$ cat config.mk
export PLATFORM = sky130hd
export DESIGN_NAME = trivium_decrypt
export DESIGN_NICKNAME = d
export VERILOG_FILES = /design/src/rtl/trivium_decrypt.sv
export SDC_FILE = /design/constraint.sdc
export NUM_CORES = 1
export LEC_CHECK = 0
export BUFFER_PORTS_ARGS = -buffer_cell sky130_fd_sc_hd__buf_4
export CORE_MARGIN = 1
export CORE_UTILIZATION = 45
export CTS_CLUSTER_DIAMETER = 30
export DETAILED_ROUTE_END_ITERATION = 8
export GPL_ROUTABILITY_DRIVEN = 0
export PLACE_DENSITY = 0.69
export SYNTH_ARGS = -nofsm -noshare
export SYNTH_HDL_FRONTEND = slang
export SYNTH_SLANG_ARGS = --single-unit
$ cat constraint.sdc
create_clock -name clk -period 11.7 [get_ports clk]
set_clock_uncertainty 0.05 [all_clocks]
set_input_delay 0.585 -clock clk [delete_from_list [all_inputs] [get_ports clk]]
set_output_delay 0.585 -clock clk [all_outputs]
set_load 0.01 [all_outputs]
$ cat src/rtl/trivium_decrypt.sv
// Streaming Trivium decryptor: loads KEY/IV, runs the 4x288-clock warm-up, then
// XORs each received ciphertext byte MSB-first with 8 fresh keystream bits and
// hands the plaintext byte to the consumer over a valid/ready handshake.
module trivium_decrypt #(
    parameter int INIT_CYCLES = 1152,
    parameter int LEN_W       = 16
) (
    input  logic             clk,
    input  logic             reset,
    input  logic             start,
    input  logic [79:0]      KEY,
    input  logic [79:0]      IV,
    input  logic [LEN_W-1:0] len,
    output logic             busy,
    input  logic             in_valid,
    input  logic [7:0]       in_data,
    output logic             in_ready,
    output logic             out_valid,
    output logic [7:0]       out_data,
    input  logic             out_ready,
    output logic             done
);

    localparam int INIT_W = (INIT_CYCLES > 1) ? $clog2(INIT_CYCLES) : 1;

    typedef enum logic [2:0] {
        S_IDLE,
        S_INIT,
        S_WAIT_IN,
        S_SHIFT,
        S_OUT,
        S_DONE
    } state_t;

    state_t             state_q, state_d;
    logic [287:0]       s_q, s_d;
    logic [INIT_W-1:0]  init_cnt_q, init_cnt_d;
    logic [2:0]         bit_cnt_q, bit_cnt_d;
    logic [LEN_W-1:0]   byte_cnt_q, byte_cnt_d;
    logic [LEN_W-1:0]   len_q, len_d;
    logic [7:0]         data_q, data_d;

    logic [288:0]       step_w;
    logic               z_w;
    logic [287:0]       s_step_w;
    logic               last_init_w;
    logic               last_byte_w;

    // Key and IV enter the state register with their byte order reversed.
    function automatic logic [79:0] byte_rev80(input logic [79:0] v);
        logic [79:0] r;
        for (int i = 0; i < 10; i++) begin
            r[8*i +: 8] = v[8*(9-i) +: 8];
        end
        return r;
    endfunction

    // One Trivium clock: returns {z, next state}.
    function automatic logic [288:0] trivium_step(input logic [287:0] s);
        logic a, b, c, t1, t2, t3;
        a  = s[65]  ^ s[92];
        b  = s[161] ^ s[176];
        c  = s[242] ^ s[287];
        t1 = a ^ (s[90]  & s[91])  ^ s[170];
        t2 = b ^ (s[174] & s[175]) ^ s[263];
        t3 = c ^ (s[285] & s[286]) ^ s[68];
        return {a ^ b ^ c, s[286:177], t2, s[175:93], t1, s[91:0], t3};
    endfunction

    assign step_w      = trivium_step(s_q);
    assign z_w         = step_w[288];
    assign s_step_w    = step_w[287:0];
    assign last_init_w = (init_cnt_q == INIT_W'(INIT_CYCLES - 1));
    // Compare one bit wider so len = 2^LEN_W-1 finishes without the counter wrapping.
    assign last_byte_w = (({1'b0, byte_cnt_q} + (LEN_W+1)'(1)) == {1'b0, len_q});
    assign out_data    = data_q;

    // Next-state, keystream advance and handshake outputs.
    always_comb begin
        state_d    = state_q;
        s_d        = s_q;
        init_cnt_d = init_cnt_q;
        bit_cnt_d  = bit_cnt_q;
        byte_cnt_d = byte_cnt_q;
        len_d      = len_q;
        data_d     = data_q;
        busy       = (state_q != S_IDLE);
        in_ready   = 1'b0;
        out_valid  = 1'b0;
        done       = 1'b0;

        case (state_q)
            S_IDLE: begin
                if (start) begin
                    s_d        = {3'b111, 112'b0, byte_rev80(IV), 13'b0, byte_rev80(KEY)};
                    len_d      = len;
                    byte_cnt_d = '0;
                    init_cnt_d = '0;
                    bit_cnt_d  = '0;
                    state_d    = S_INIT;
                end
            end
            S_INIT: begin
                // Warm-up: keystream bits are discarded.
                s_d        = s_step_w;
                init_cnt_d = init_cnt_q + INIT_W'(1);
                if (last_init_w) begin
                    init_cnt_d = '0;
                    state_d    = (len_q == '0) ? S_DONE : S_WAIT_IN;
                end
            end
            S_WAIT_IN: begin
                in_ready = 1'b1;
                if (in_valid) begin
                    data_d    = in_data;
                    bit_cnt_d = '0;
                    state_d   = S_SHIFT;
                end
            end
            S_SHIFT: begin
                // Rotate left: the top cipher bit leaves, its plaintext enters at the bottom,
                // so after 8 clocks data_q holds the plaintext in original bit order.
                s_d       = s_step_w;
                data_d    = {data_q[6:0], data_q[7] ^ z_w};
                bit_cnt_d = bit_cnt_q + 3'd1;
                if (bit_cnt_q == 3'd7) begin
                    state_d = S_OUT;
                end
            end
            S_OUT: begin
                out_valid = 1'b1;
                if (out_ready) begin
                    byte_cnt_d = byte_cnt_q + LEN_W'(1);
                    state_d    = last_byte_w ? S_DONE : S_WAIT_IN;
                end
            end
            S_DONE: begin
                done    = 1'b1;
                state_d = S_IDLE;
            end
            default: begin
                state_d = S_IDLE;
            end
        endcase
    end

    // State register; reset aborts any message in flight.
    always_ff @(posedge clk or posedge reset) begin
        if (reset) begin
            state_q    <= S_IDLE;
            s_q        <= '0;
            init_cnt_q <= '0;
            bit_cnt_q  <= '0;
            byte_cnt_q <= '0;
            len_q      <= '0;
            data_q     <= '0;
        end else begin
            state_q    <= state_d;
            s_q        <= s_d;
            init_cnt_q <= init_cnt_d;
            bit_cnt_q  <= bit_cnt_d;
            byte_cnt_q <= byte_cnt_d;
            len_q      <= len_d;
            data_q     <= data_d;
        end
    end

endmodule

## Word level (Yosys, flattened, before mapping)

Cells that the tools add are included.
W data, S select, Z words.

- Logic and storage cells: 79
- Input bits: 189
- Register bits after elaboration: 345

- Bitwise logic cells: 15
- Eq/ne operators: 13
- Add/sub/neg operators: 4
- Reduce and logical (&&, ||, !) cells: 16
- Multiplexer cells: 24

Operator list:

| kind | count |
|---|---|
| $pmux W288 S2 | 1 |
| $mux W288 | 1 |
| $mux W16 | 2 |
| $pmux W16 S2 | 1 |
| $mux W3 | 9 |
| $mux W11 | 2 |
| $pmux W11 S2 | 1 |
| $add A16 B1 Y17 const B | 1 |
| $eq A17 B16 Y1 | 1 |
| $add A16 B1 Y16 const B | 1 |
| $logic_not A16 Y1 | 1 |
| $pmux W8 S2 | 1 |
| $pmux W3 S5 | 1 |
| $xor A1 B1 Y1 | 12 |
| $add A11 B1 Y11 const B | 1 |
| $eq A11 B11 Y1 const B | 1 |
| $ne A2 B2 Y1 const B | 5 |
| $eq A3 B3 Y1 const B | 3 |
| $pmux W3 S3 | 1 |
| $mux W8 | 1 |
| $reduce_and A2 Y1 | 4 |
| $reduce_bool A2 Y1 | 4 |
| $eq A3 B2 Y1 const B | 2 |
| $reduce_and A3 Y1 | 2 |
| 8 further kinds | 13 |

## Longest topological paths before layout

Gate-level depths: netlist (run 1).

- Depth after elaboration: 5
- Mapped depth: 8
- Depth with buffers taken out: 8

## Worst setup path after synthesis (run 1)

No wires, ideal clock.

- Path type: register -> register
- Start point: reg state_q[0]
- End point: reg s_q[36]
- Stages on the path, launching flop included: 8
- Buffers on the path: 3
- Data required time: 11509 ps
- Arrival: 1788 ps
- Setup slack: 9721 ps
- Setup time: 141 ps
- Path through: dfrtp_1 -> or3_1 -> or2_2 -> buf_2 -> clkbuf_1 -> clkbuf_1 -> nand2_1 -> a31oi_1

- Cells in the longest elaborated chain, start to end: 4
- Elaborated cells between the ends (all ways): 8
- Classes of those cells: eq/ne (3); mux (1); reduce/logical (4)

Ends and longest elaborated chain:

| item | line | text |
|---|---|---|
| start: declaration | 35 | `state_t state_q, state_d;` |
| start signal: assignment | 158 | `state_q <= state_d;` |
| $eq A3 B2 Y1 or $eq A3 B1 Y1 (tied branches) | 92 | `case (state_q)` |
| $reduce_or A2 Y1 (no source line) | - |  |
| $reduce_bool A2 Y1 (no source line) | - |  |
| $reduce_and A2 Y1 (no source line) | - |  |
| end signal: assignment | 151 | `s_q <= '0;` |
| end signal: assignment | 159 | `s_q <= s_d;` |
| end: declaration | 36 | `logic [287:0] s_q, s_d;` |

Parallel ways exist; a longest one is shown, timed or not.
A chain may end at the register's enable or synchronous reset.

## Worst setup path in the final report (run 1)

- Start point: reg state_q[2]
- End point: reg s_q[279]

The elaborated chain is that of the path after synthesis.

==> out/qor.txt, run 1 <==
Synth Flop Type: dfrtp_1
Synth Cell Area: 15,600 µm²
Cell variety after synth: 58
HP Class: in -> async
PortBufs: 200
Worst Tran Pin Value: 1.10 ns
Starting Density: 46.2%
Commonest non-fill, non-tap cells in the layout: nand2_1, dfrtp_1, buf_4, nor2_1, o21ai_0
# nets final: 2,186
Reg-to-reg endpoint: s_q[279]
Iter 0 DRT Violations: 979
Status: finished, final reports clean
Fin area: 20,100 µm²
Post-Syn Area per Cell: 8.51 µm²
Area Growth Syn to Fin: 28.7%
Cell area after placement: 17,200 µm²
Final slew viol count: 0
Worst Path Arrival: 4.31 ns
Yosys reg bits: 345
Worst setup path endpoint: s_q[279]
Crit-path max FO: 126
Cts hold-fix bufs: 0
Die W: 188 µm
Post-synth EDFFs: 0
Share of layout cells above drive strength 1: 17.7%
Row count: 67
Setup bufs post-CTS: 0
Synth warnings: 0
Setup TNS: 0 ns
Max clock buf depth: 3
Clock transition at path regs: 0.05 ns
Antenna Nets Post-Route: 0
Commonest non-fill, non-tap cell in the layout: nand2_1
Max-cap violations: 0
Reg2reg setup slack: 7.80 ns
Core region area: 33,800 µm²
Gr usage total: 20.6%
Total CTS buffers: 80
Slew headroom: 26.4%
Crit. Startpoint: state_q[2]
Number of global-route vias before repair: 12,800
Htree depth: 3
Die H: 188 µm
Final period util: 33.3%
Leakage: 0.00907 µW
Die area: 35,400 µm²
Grt ovf: 0
Root buf cell: clkbuf_16
Fmax: 256 MHz
Worst setup EP type: flip-flop
Sequential element share of the synthesized area: 55.3%
DRC Markers: 0
Crit path time final: 3.90 ns
R2R Path Start: state_q[2]
TritonRoute pass-1 iters: 5
Setup Crit Path Kind: reg -> reg
DR WL/cell: 14.2 µm
Ys async rst share: 100%
FF-to-FF path depth: 5
Clk_lat worst skew: 0.57 ns
Count of filler cells inserted in the layout: 2,842
Number of hold violations in the final report: 0
CP required: 12.11 ns
CTS tree: yes
Final Setup Violations: 0
CTS sink cnt: 345
Unrepaired setup endpoints after global routing: no
Via density: 5.23
HPWL after DPL: 20.7 mm
Critical Path Start Type: flip-flop
Pwr dens: 181 nW/µm²
Final WL: 35.5 mm
ANT cells: 0
Routed via count: 13,100
Synth Net Count: 2,026
Pin count of the biggest net entering global routing: 127
Max VDD drop: 0.129 mV
Initial antenna violation count: 0
Io pins: 201
Post-Syn Instances: 1,833
First-pass GRT wire length: 61.3 mm
Post-CTS sizing: 0
[power breakdown]
part	total [µW]	internal, µW	switching [µW]
combinational	85.3	46.3	39.0
clock	2340	1630	709
sequential	1200	1200	3.41
[logic make-up after synthesis]
group / count (synthesis) / synth area share, %
simple gates: 914 / 23.2
mux: 11 / 0.706
buf+inv: 145 / 4.15
compound gates: 382 / 14.4
flops: 345 / 55.3
xor+xnor: 32 / 1.93
fa+ha+maj: 4 / 0.321
[routing by layer]
metal	GRT usage, %	up-vias	share of wire [%]	wire (µm)
li1	-	6457	-	-
met1	27.9	6297	45	16100
met2	31.4	315	46	16300
met3	6.59	48	7.2	2570
met4	6.44	0	1.6	573
met5	0	-	0	0
[worst min-delay path by stage]
stage,start,end,slack (ns),depth (start not counted)
detailed placement,s_q[210],s_q[211],0.41,2
global placement,s_q[270],s_q[271],0.41,2
floorplan,init_cnt_q[10],init_cnt_q[10],0.39,1
finish,reset,s_q[228],0.15,2
CTS,len[1],len_q[1],0.13,3
global route,len[13],len_q[13],0.14,3
[metrics by stage]
stage                     hold WS, ns  util (%)  setup WS [ns]  power [µW]  instances
after global placement          0.408      50.9           7.91        1310       2359
after floorplan                 0.392         -           1.50        1250       1833
after CTS                       0.126      59.4           7.79        3670       2506
final                           0.147      59.4           7.80        3630       2506
after detailed placement        0.415      50.9           7.82        1310       2359
after global routing            0.141      59.4           7.37        3750       2506
[state kept, by name, summed over array words and instances (netlist names)]
register,flops
init_cnt_q,11
state_q,3
len_q,16
byte_cnt_q,16
out_data,8
s_q,288
bit_cnt_q,3
[worst max-delay path: stages (launching register included)]
cell      delay, ns
dfrtp_1        0.60
nand2b_4       0.83
buf_4          0.87
buf_4          0.99
nand2_1        0.11
o21ai_0        0.21
[area by class of cell]
type	instances	area [µm²]	area share, %
Clock buffer	107	2310	11.5
Clock inverter	40	586	2.92
Inverter	9	41.3	0.206
Multi-Input combinational cell	1343	6340	31.6
Sequential cell	345	8630	43.0
Tap cell	448	561	2.79
Timing Repair Buffer	214	1610	8.00
[synthesized netlist by cell type (all sizes together) (2+ instances only)]
| master | instances | area (µm²) |
|---|---|---|
| ha | 4 | 50.1 |
| or3 | 2 | 12.5 |
| a31oi | 164 | 1030 |
| o41ai | 2 | 17.5 |
| mux2i | 11 | 110 |
| inv | 9 | 33.8 |
| nand2 | 656 | 2460 |
| a21o | 3 | 22.5 |
| o22ai | 2 | 12.5 |
| and3 | 6 | 37.5 |
| a21oi | 4 | 20.0 |
| a211oi | 3 | 22.5 |
| o211ai | 2 | 15.0 |
| xor2 | 8 | 70.1 |
| o32ai | 2 | 17.5 |
| a2bb2oi | 2 | 17.5 |
| nand2b | 4 | 25.0 |
| nor3 | 6 | 35.0 |
| o31ai | 8 | 65.1 |
| o21a | 3 | 22.5 |
| nor2b | 5 | 31.3 |
| dfrtp | 345 | 8630 |
| clkbuf | 93 | 349 |
| nor4 | 7 | 50.1 |
| nand3 | 13 | 65.1 |
| nor2 | 195 | 734 |
| a22oi | 2 | 15.0 |
| o21ai | 176 | 881 |
| nand4 | 9 | 71.3 |
| a32o | 3 | 30.0 |
| and2 | 3 | 18.8 |
| xnor2 | 23 | 209 |
| buf | 43 | 265 |
| and4 | 2 | 17.5 |
Note: power is estimated with default switching activity, not from simulation.
==> inputs of run 2 (changes only) <==
--- a/config.mk
+++ b/config.mk
@@ -11,7 +11,7 @@
 export CTS_CLUSTER_DIAMETER = 30
 export DETAILED_ROUTE_END_ITERATION = 8
 export GPL_ROUTABILITY_DRIVEN = 0
-export PLACE_DENSITY = 0.69
+export PLACE_DENSITY = 0.71
 export SYNTH_ARGS = -nofsm -noshare
 export SYNTH_HDL_FRONTEND = slang
 export SYNTH_SLANG_ARGS = --single-unit
==> constraint.sdc (replaced) <==
create_clock -name clk -period 3.29 [get_ports clk]
set_clock_uncertainty 0.05 [all_clocks]
set_input_delay 0.1645 -clock clk [delete_from_list [all_inputs] [get_ports clk]]
set_output_delay 0.1645 -clock clk [all_outputs]
set_load 0.01 [all_outputs]
==> run 2 against run 1 <==
Effect of this change: largest power group unchanged; count of clock-buffer cells in the layout decreased by 19; design area increased by 11%; critical path type unchanged; sequential share of layout area decreased by 4.2 points; register-to-register slack got worse by 7.2 ns; utilization increased by 6.5 points; worst hold slack got worse by 0.092 ns; highest routed layer unchanged; via count increased by 10%.
==> out/qor.txt, run 2 (same netlist as run 1, synthesis figures left out) <==
Clock transition at path regs: 0.04 ns (was 0.05 ns)
Root buf cell: clkbuf_16 (unchanged)
Final slew viol count: 0 (unchanged)
Iter 0 DRT Violations: 1,121 (was 979)
Number of global-route vias before repair: 14,500 (was 12,800)
CTS sink cnt: 345 (unchanged)
Biggest regs: s_q: 288 flops, byte_cnt_q: 16 flops, len_q: 16 flops (unchanged)
TritonRoute pass-1 iters: 6 (was 5)
Unrepaired setup endpoints after global routing: no (unchanged)
FF-to-FF path depth: 5 (unchanged)
Final Setup Violations: 0 (unchanged)
Crit path time final: 2.71 ns (was 3.90 ns)
Total CTS buffers: 77 (was 80)
First-pass GRT wire length: 69.9 mm (was 61.3 mm)
Critical Path Start Type: flip-flop (unchanged)
Commonest non-fill, non-tap cells in the layout: nand2_1, dfrtp_1, buf_4, nor2_1, dlygate4sd3_1 (was nand2_1, dfrtp_1, buf_4, nor2_1, o21ai_0)
Non-Filler Instances: 2,698 (was 2,506)
Grt ovf: 0 (unchanged)
Initial antenna violation count: 2 (was 0)
Placed Instances: 2,374 (was 2,359)
Die area: 35,400 µm² (unchanged)
HPWL after DPL: 22.0 mm (was 20.7 mm)
HP Class: in -> reg (was in -> async)
Gr usage total: 23.9% (was 20.6%)
Max VDD drop: 0.382 mV (was 0.129 mV)
Clk_lat worst skew: 0.56 ns (was 0.57 ns)
Die H: 188 µm (unchanged)
Max reg flops: 288 (unchanged)
Max-cap violations: 0 (unchanged)
Htree depth: 3 (unchanged)
Commonest non-fill, non-tap cell in the layout: nand2_1 (unchanged)
Pin count of the biggest net entering global routing: 132 (was 127)
Antenna Nets Post-Route: 0 (unchanged)
Final period util: 82.3% (was 33.3%)
Core Util, Final: 65.9% (was 59.4%)
Worst setup EP type: flip-flop (unchanged)
# nets final: 2,385 (was 2,186)
Number of hold violations in the final report: 0 (unchanged)
Worst Path Arrival: 3.11 ns (was 4.31 ns)
Row count: 67 (unchanged)
Most flops, register: s_q (unchanged)
Starting Density: 46.2% (unchanged)
Fin area: 22,300 µm² (was 20,100 µm²)
Via density: 5.36 (was 5.23)
Share of layout cells above drive strength 1: 16.8% (was 17.7%)
Worst Tran Pin Value: 0.936 ns (was 1.10 ns)
Io pins: 201 (unchanged)
Area Growth Syn to Fin: 42.7% (was 28.7%)
Status: finished, final reports clean (unchanged)
Pwr dens: 596 nW/µm² (was 181 nW/µm²)
DRC Markers: 0 (unchanged)
Setup Crit Path Kind: reg -> reg (unchanged)
Max clock buf depth: 3 (unchanged)
Cell area after placement: 17,500 µm² (was 17,200 µm²)
Slew headroom: 37.6% (was 26.4%)
PortBufs: 200 (unchanged)
Setup TNS: 0 ns (unchanged)
Leakage: 0.00996 µW (was 0.00907 µW)
Core region area: 33,800 µm² (unchanged)
CTS tree: yes (unchanged)
Routed via count: 14,500 (was 13,100)
Post-CTS sizing: 0 (unchanged)
Final WL: 41.9 mm (was 35.5 mm)
Hold depth: 4
Fmax: 370 MHz (was 256 MHz)
CP required: 3.70 ns (was 12.11 ns)
Crit-path max FO: 76 (was 126)
Die W: 188 µm (unchanged)
DR WL/cell: 15.5 µm (was 14.2 µm)
==> run 2: cell count changes in the layout (fill, tap and decap cells not counted), sizes merged <==
cell / previous run / this run
bufinv: 11 / 19
clkinv: 14 / 11
buf: 214 / 229
dlygate4sd3: 0 / 187
inv: 16 / 11
diode: 0 / 2
clkbuf: 107 / 88
clkinvlp: 8 / 15
==> run 2: worst max-delay path, cell delays in order, from the launching register on <==
cell and delay [ns]:
dfrtp_1 0.67, or3_1 0.28, or2_4 0.74, buf_4 0.40, nand2_1 0.14, a31oi_1 0.25
==> run 2: stage by stage <==
step / power (µW) / setup WS, ns / hold WS (ns)
after floorplan: 4440 / -1.54 / 0.220
after global placement: 4670 / 0.898 / 0.310
after detailed placement: 4670 / 0.783 / 0.309
after CTS: 13400 / 0.756 / 0.0326
after global routing: 13600 / 0.496 / 0.0612
final: 13300 / 0.584 / 0.0552
==> run 2: worst paths after layout <==
check | to | slack (ns) | from
worst min register to register | s_q[207] | 0.41 | s_q[206]
worst min-delay path | bit_cnt_q[1] | 0.06 | start
worst max-delay path | s_q[129] | 0.58 | state_q[0]
worst max register to register | s_q[129] | 0.58 | state_q[0]
max in group asynchronous | s_q[236] | 1.97 | reset
min in group asynchronous | s_q[34] | 0.29 | reset
==> run 2: metal layers <==
layer	part of all wire [%]	global-route usage, %	up-vias
met3	5.7	5.16	100
met5	0	0	-
li1	-	-	6855
met4	2.8	9.97	0
met1	42	30.2	7029
met2	49	39.7	483
==> run 2: power breakdown <==
part           internal, µW  switching [µW]  total, µW
combinational           324             195        519
clock                  6030            2430       8470
sequential             4270            12.3       4280
total                 10600            2640      13300
==> run 2: final cells by class <==
type	count	area, µm²
timing repair buffer	416	3820
fill	2483	11500
multi-input combinational	1343	6340
antenna	2	5.00
sequential	345	8630
clock inverter	47	764
tap	448	561
inverter	9	37.5
clock buffer	88	2100
==> run 2: repair_timing <==
item | 4_1_cts | 5_1_grt
hold endpoints to repair | 212 | 0
setup buffers | 0 | 0
hold buffers | 187 | 0
==> inputs of run 3 (changes only) <==
--- a/config.mk
+++ b/config.mk
@@ -11,7 +11,7 @@
 export CTS_CLUSTER_DIAMETER = 30
 export DETAILED_ROUTE_END_ITERATION = 8
 export GPL_ROUTABILITY_DRIVEN = 0
-export PLACE_DENSITY = 0.71
+export PLACE_DENSITY = 0.69
 export SYNTH_ARGS = -nofsm -noshare
 export SYNTH_HDL_FRONTEND = slang
 export SYNTH_SLANG_ARGS = --single-unit
==> constraint.sdc (replaced) <==
create_clock -name clk -period 2.5 [get_ports clk]
set_clock_uncertainty 0.05 [all_clocks]
set_input_delay 0.125 -clock clk [delete_from_list [all_inputs] [get_ports clk]]
set_output_delay 0.125 -clock clk [all_outputs]
set_load 0.01 [all_outputs]
==> run 3 against run 2 <==
Effect of this change: fmax is 20% higher; non-clock buffer count is 8 higher; utilization is 0.77 points higher; cell count is 0.96% higher; sequential cell count stayed put; critical path depth is 1 higher; global-route usage is 0.56 points higher; register-to-register slack worse by 0.34 ns; first-iteration DRC count is 4.5% lower; power is 36% higher; largest cell class unchanged; largest power group unchanged.
==> out/qor.txt, run 3 (same netlist as run 1, synthesis figures left out) <==
HPWL after DPL: 22.2 mm (was 22.0 mm)
Clock transition at path regs: 0.05 ns (was 0.04 ns)
Setup bufs post-CTS: 0 (unchanged)
Commonest non-fill, non-tap cells in the layout: nand2_1, dfrtp_1, buf_4, nor2_1, dlygate4sd3_1 (unchanged)
DR WL/cell: 15.6 µm (was 15.5 µm)
Buffers and inverters on the worst path: 0 (was 1)
Final WL: 42.5 mm (was 41.9 mm)
Pwr dens: 804 nW/µm² (was 596 nW/µm²)
Htree depth: 3 (unchanged)
Die W: 188 µm (unchanged)
Worst setup EP type: flip-flop (unchanged)
Starting Density: 46.2% (unchanged)
Pin count of the biggest net entering global routing: 130 (was 132)
Biggest regs: s_q: 288 flops, byte_cnt_q: 16 flops, len_q: 16 flops (unchanged)
CP delay by family, top: simple AND/OR/NAND/NOR gates (unchanged)
Initial antenna violation count: 1 (was 2)
Clk_lat worst skew: 0.60 ns (was 0.56 ns)
Setup Crit Path Kind: reg -> reg (unchanged)
Fmax: 443 MHz (was 370 MHz)
Total CTS buffers: 83 (was 77)
Gr usage total: 24.4% (was 23.9%)
Routed via count: 14,400 (was 14,500)
Crit. path cell count: 6 (was 5)
Hold depth: 4 (unchanged)
Root buf cell: clkbuf_16 (unchanged)
Unrepaired setup endpoints after global routing: no (unchanged)
Max-cap violations: 0 (unchanged)
Largest stage delay on the critical path: 0.59 ns (was 0.74 ns)
Number of hold violations in the final report: 0 (unchanged)
Iter 0 DRT Violations: 1,071 (was 1,121)
First-pass GRT wire length: 71.5 mm (was 69.9 mm)
Final period util: 90.3% (was 82.3%)
Status: finished, final reports clean (unchanged)
Final WS setup: 0.242 ns (was 0.584 ns)
Area Growth Syn to Fin: 44.3% (was 42.7%)
Share of layout cells above drive strength 1: 17.5% (was 16.8%)
Row count: 67 (unchanged)
CP required: 2.92 ns (was 3.70 ns)
Worst Path Arrival: 2.68 ns (was 3.11 ns)
Commonest non-fill, non-tap cell in the layout: nand2_1 (unchanged)
Final slew viol count: 0 (unchanged)
Crit path time final: 2.26 ns (was 2.71 ns)
CTS sink cnt: 345 (unchanged)
PortBufs: 200 (unchanged)
CTS tree: yes (unchanged)
Final Setup Violations: 0 (unchanged)
# nets final: 2,399 (was 2,385)
Antenna Nets Post-Route: 0 (unchanged)
Critical Path Start Type: flip-flop (unchanged)
Die area: 35,400 µm² (unchanged)
HP Class: in -> reg (unchanged)
Setup Slack @ Placement: 0.279 ns (was 0.783 ns)
Via density: 5.30 (was 5.36)
Setup TNS: 0 ns (unchanged)
Max clock buf depth: 3 (unchanged)
ANT cells: 0 (was 2)
FF-to-FF path depth: 6 (was 5)
Crit-path max FO: 12 (was 76)
TritonRoute pass-1 iters: 5 (was 6)
Worst path slowest cell: dfrtp_1 (was or2_4)
Worst Tran Pin Value: 0.875 ns (was 0.936 ns)
DRC Markers: 0 (unchanged)
Max VDD drop: 0.599 mV (was 0.382 mV)
Count of filler cells inserted in the layout: 2,452 (was 2,483)
Max reg flops: 288 (unchanged)
Slew headroom: 41.5% (was 37.6%)
Number of global-route vias before repair: 14,800 (was 14,500)
Grt ovf: 0 (unchanged)
Cell Chain, Critical Path: nand4_4 -> or4_4 -> xnor2_2 -> o2111a_1 -> a41o_1 -> a32o_1 (was or3_1 -> or2_4 -> buf_4 -> nand2_1 -> a31oi_1)
Io pins: 201 (unchanged)
Post-CTS sizing: 0 (unchanged)
Core region area: 33,800 µm² (unchanged)
Most flops, register: s_q (unchanged)
Core Util, Final: 66.7% (was 65.9%)
Die H: 188 µm (unchanged)
Leakage: 0.0101 µW (was 0.00996 µW)
==> run 3: what timing repair did <==
item	in CTS	in global routing
endpoints found under the setup margin	0	0
hold buffers	188	0
hold endpoints to repair	433	0
==> run 3: area by class of cell <==
type                       count  area, µm²  area share, %
clock buffer                 106       2330           10.4
clock inverter                49        772           3.43
inverter                       9       37.5          0.167
multi-input combinational   1343       6340           28.2
sequential                   345       8630           38.3
tap                          448        561           2.49
timing repair buffer         424       3840           17.1
==> run 3: worst paths after layout <==
path                               startpoint    endpoint  slack, ns
worst max-delay path            byte_cnt_q[4]  state_q[2]       0.24
worst min-delay path                   len[4]    len_q[4]       0.23
worst max register to register  byte_cnt_q[4]  state_q[2]       0.24
worst min register to register       s_q[188]    s_q[189]       0.42
max in group asynchronous               reset     s_q[96]       1.49
min in group asynchronous               reset     s_q[20]       0.25
==> run 3: worst register-to-register path, stage by stage, from the launching register on <==
cell      delay (ns)
dfrtp_1         0.59
nand4_4         0.23
or4_4           0.59
xnor2_2         0.14
o2111a_1        0.14
a41o_1          0.18
a32o_1          0.20
==> run 3: per-stage QoR <==
stage	total power, µW	instance area (µm²)	cells	hold WS (ns)
floorplan	5850	15600	1833	0.180
global placement	6140	17500	2381	0.267
detailed placement	6150	17500	2381	0.273
CTS	18200	22500	2724	0.199
global route	18600	22500	2724	0.228
finish	18100	22500	2724	0.228
==> run 3: where the power goes <==
part	leakage, µW	internal, µW	total, µW	switching, µW
Combinational	0.00459	423	680	258
Clock	0.00149	8270	11800	3510
Sequential	0.00404	5620	5630	17.7
Total	0.0101	14300	18100	3790
==> run 3: per-layer routing <==
| layer | wire [µm] | global-route usage (%) |
|---|---|---|
| met1 | 17900 | 30.9 |
| met2 | 20800 | 40.1 |
| met3 | 2370 | 5.03 |
| met4 | 1350 | 11.7 |
| met5 | 13 | 0 |
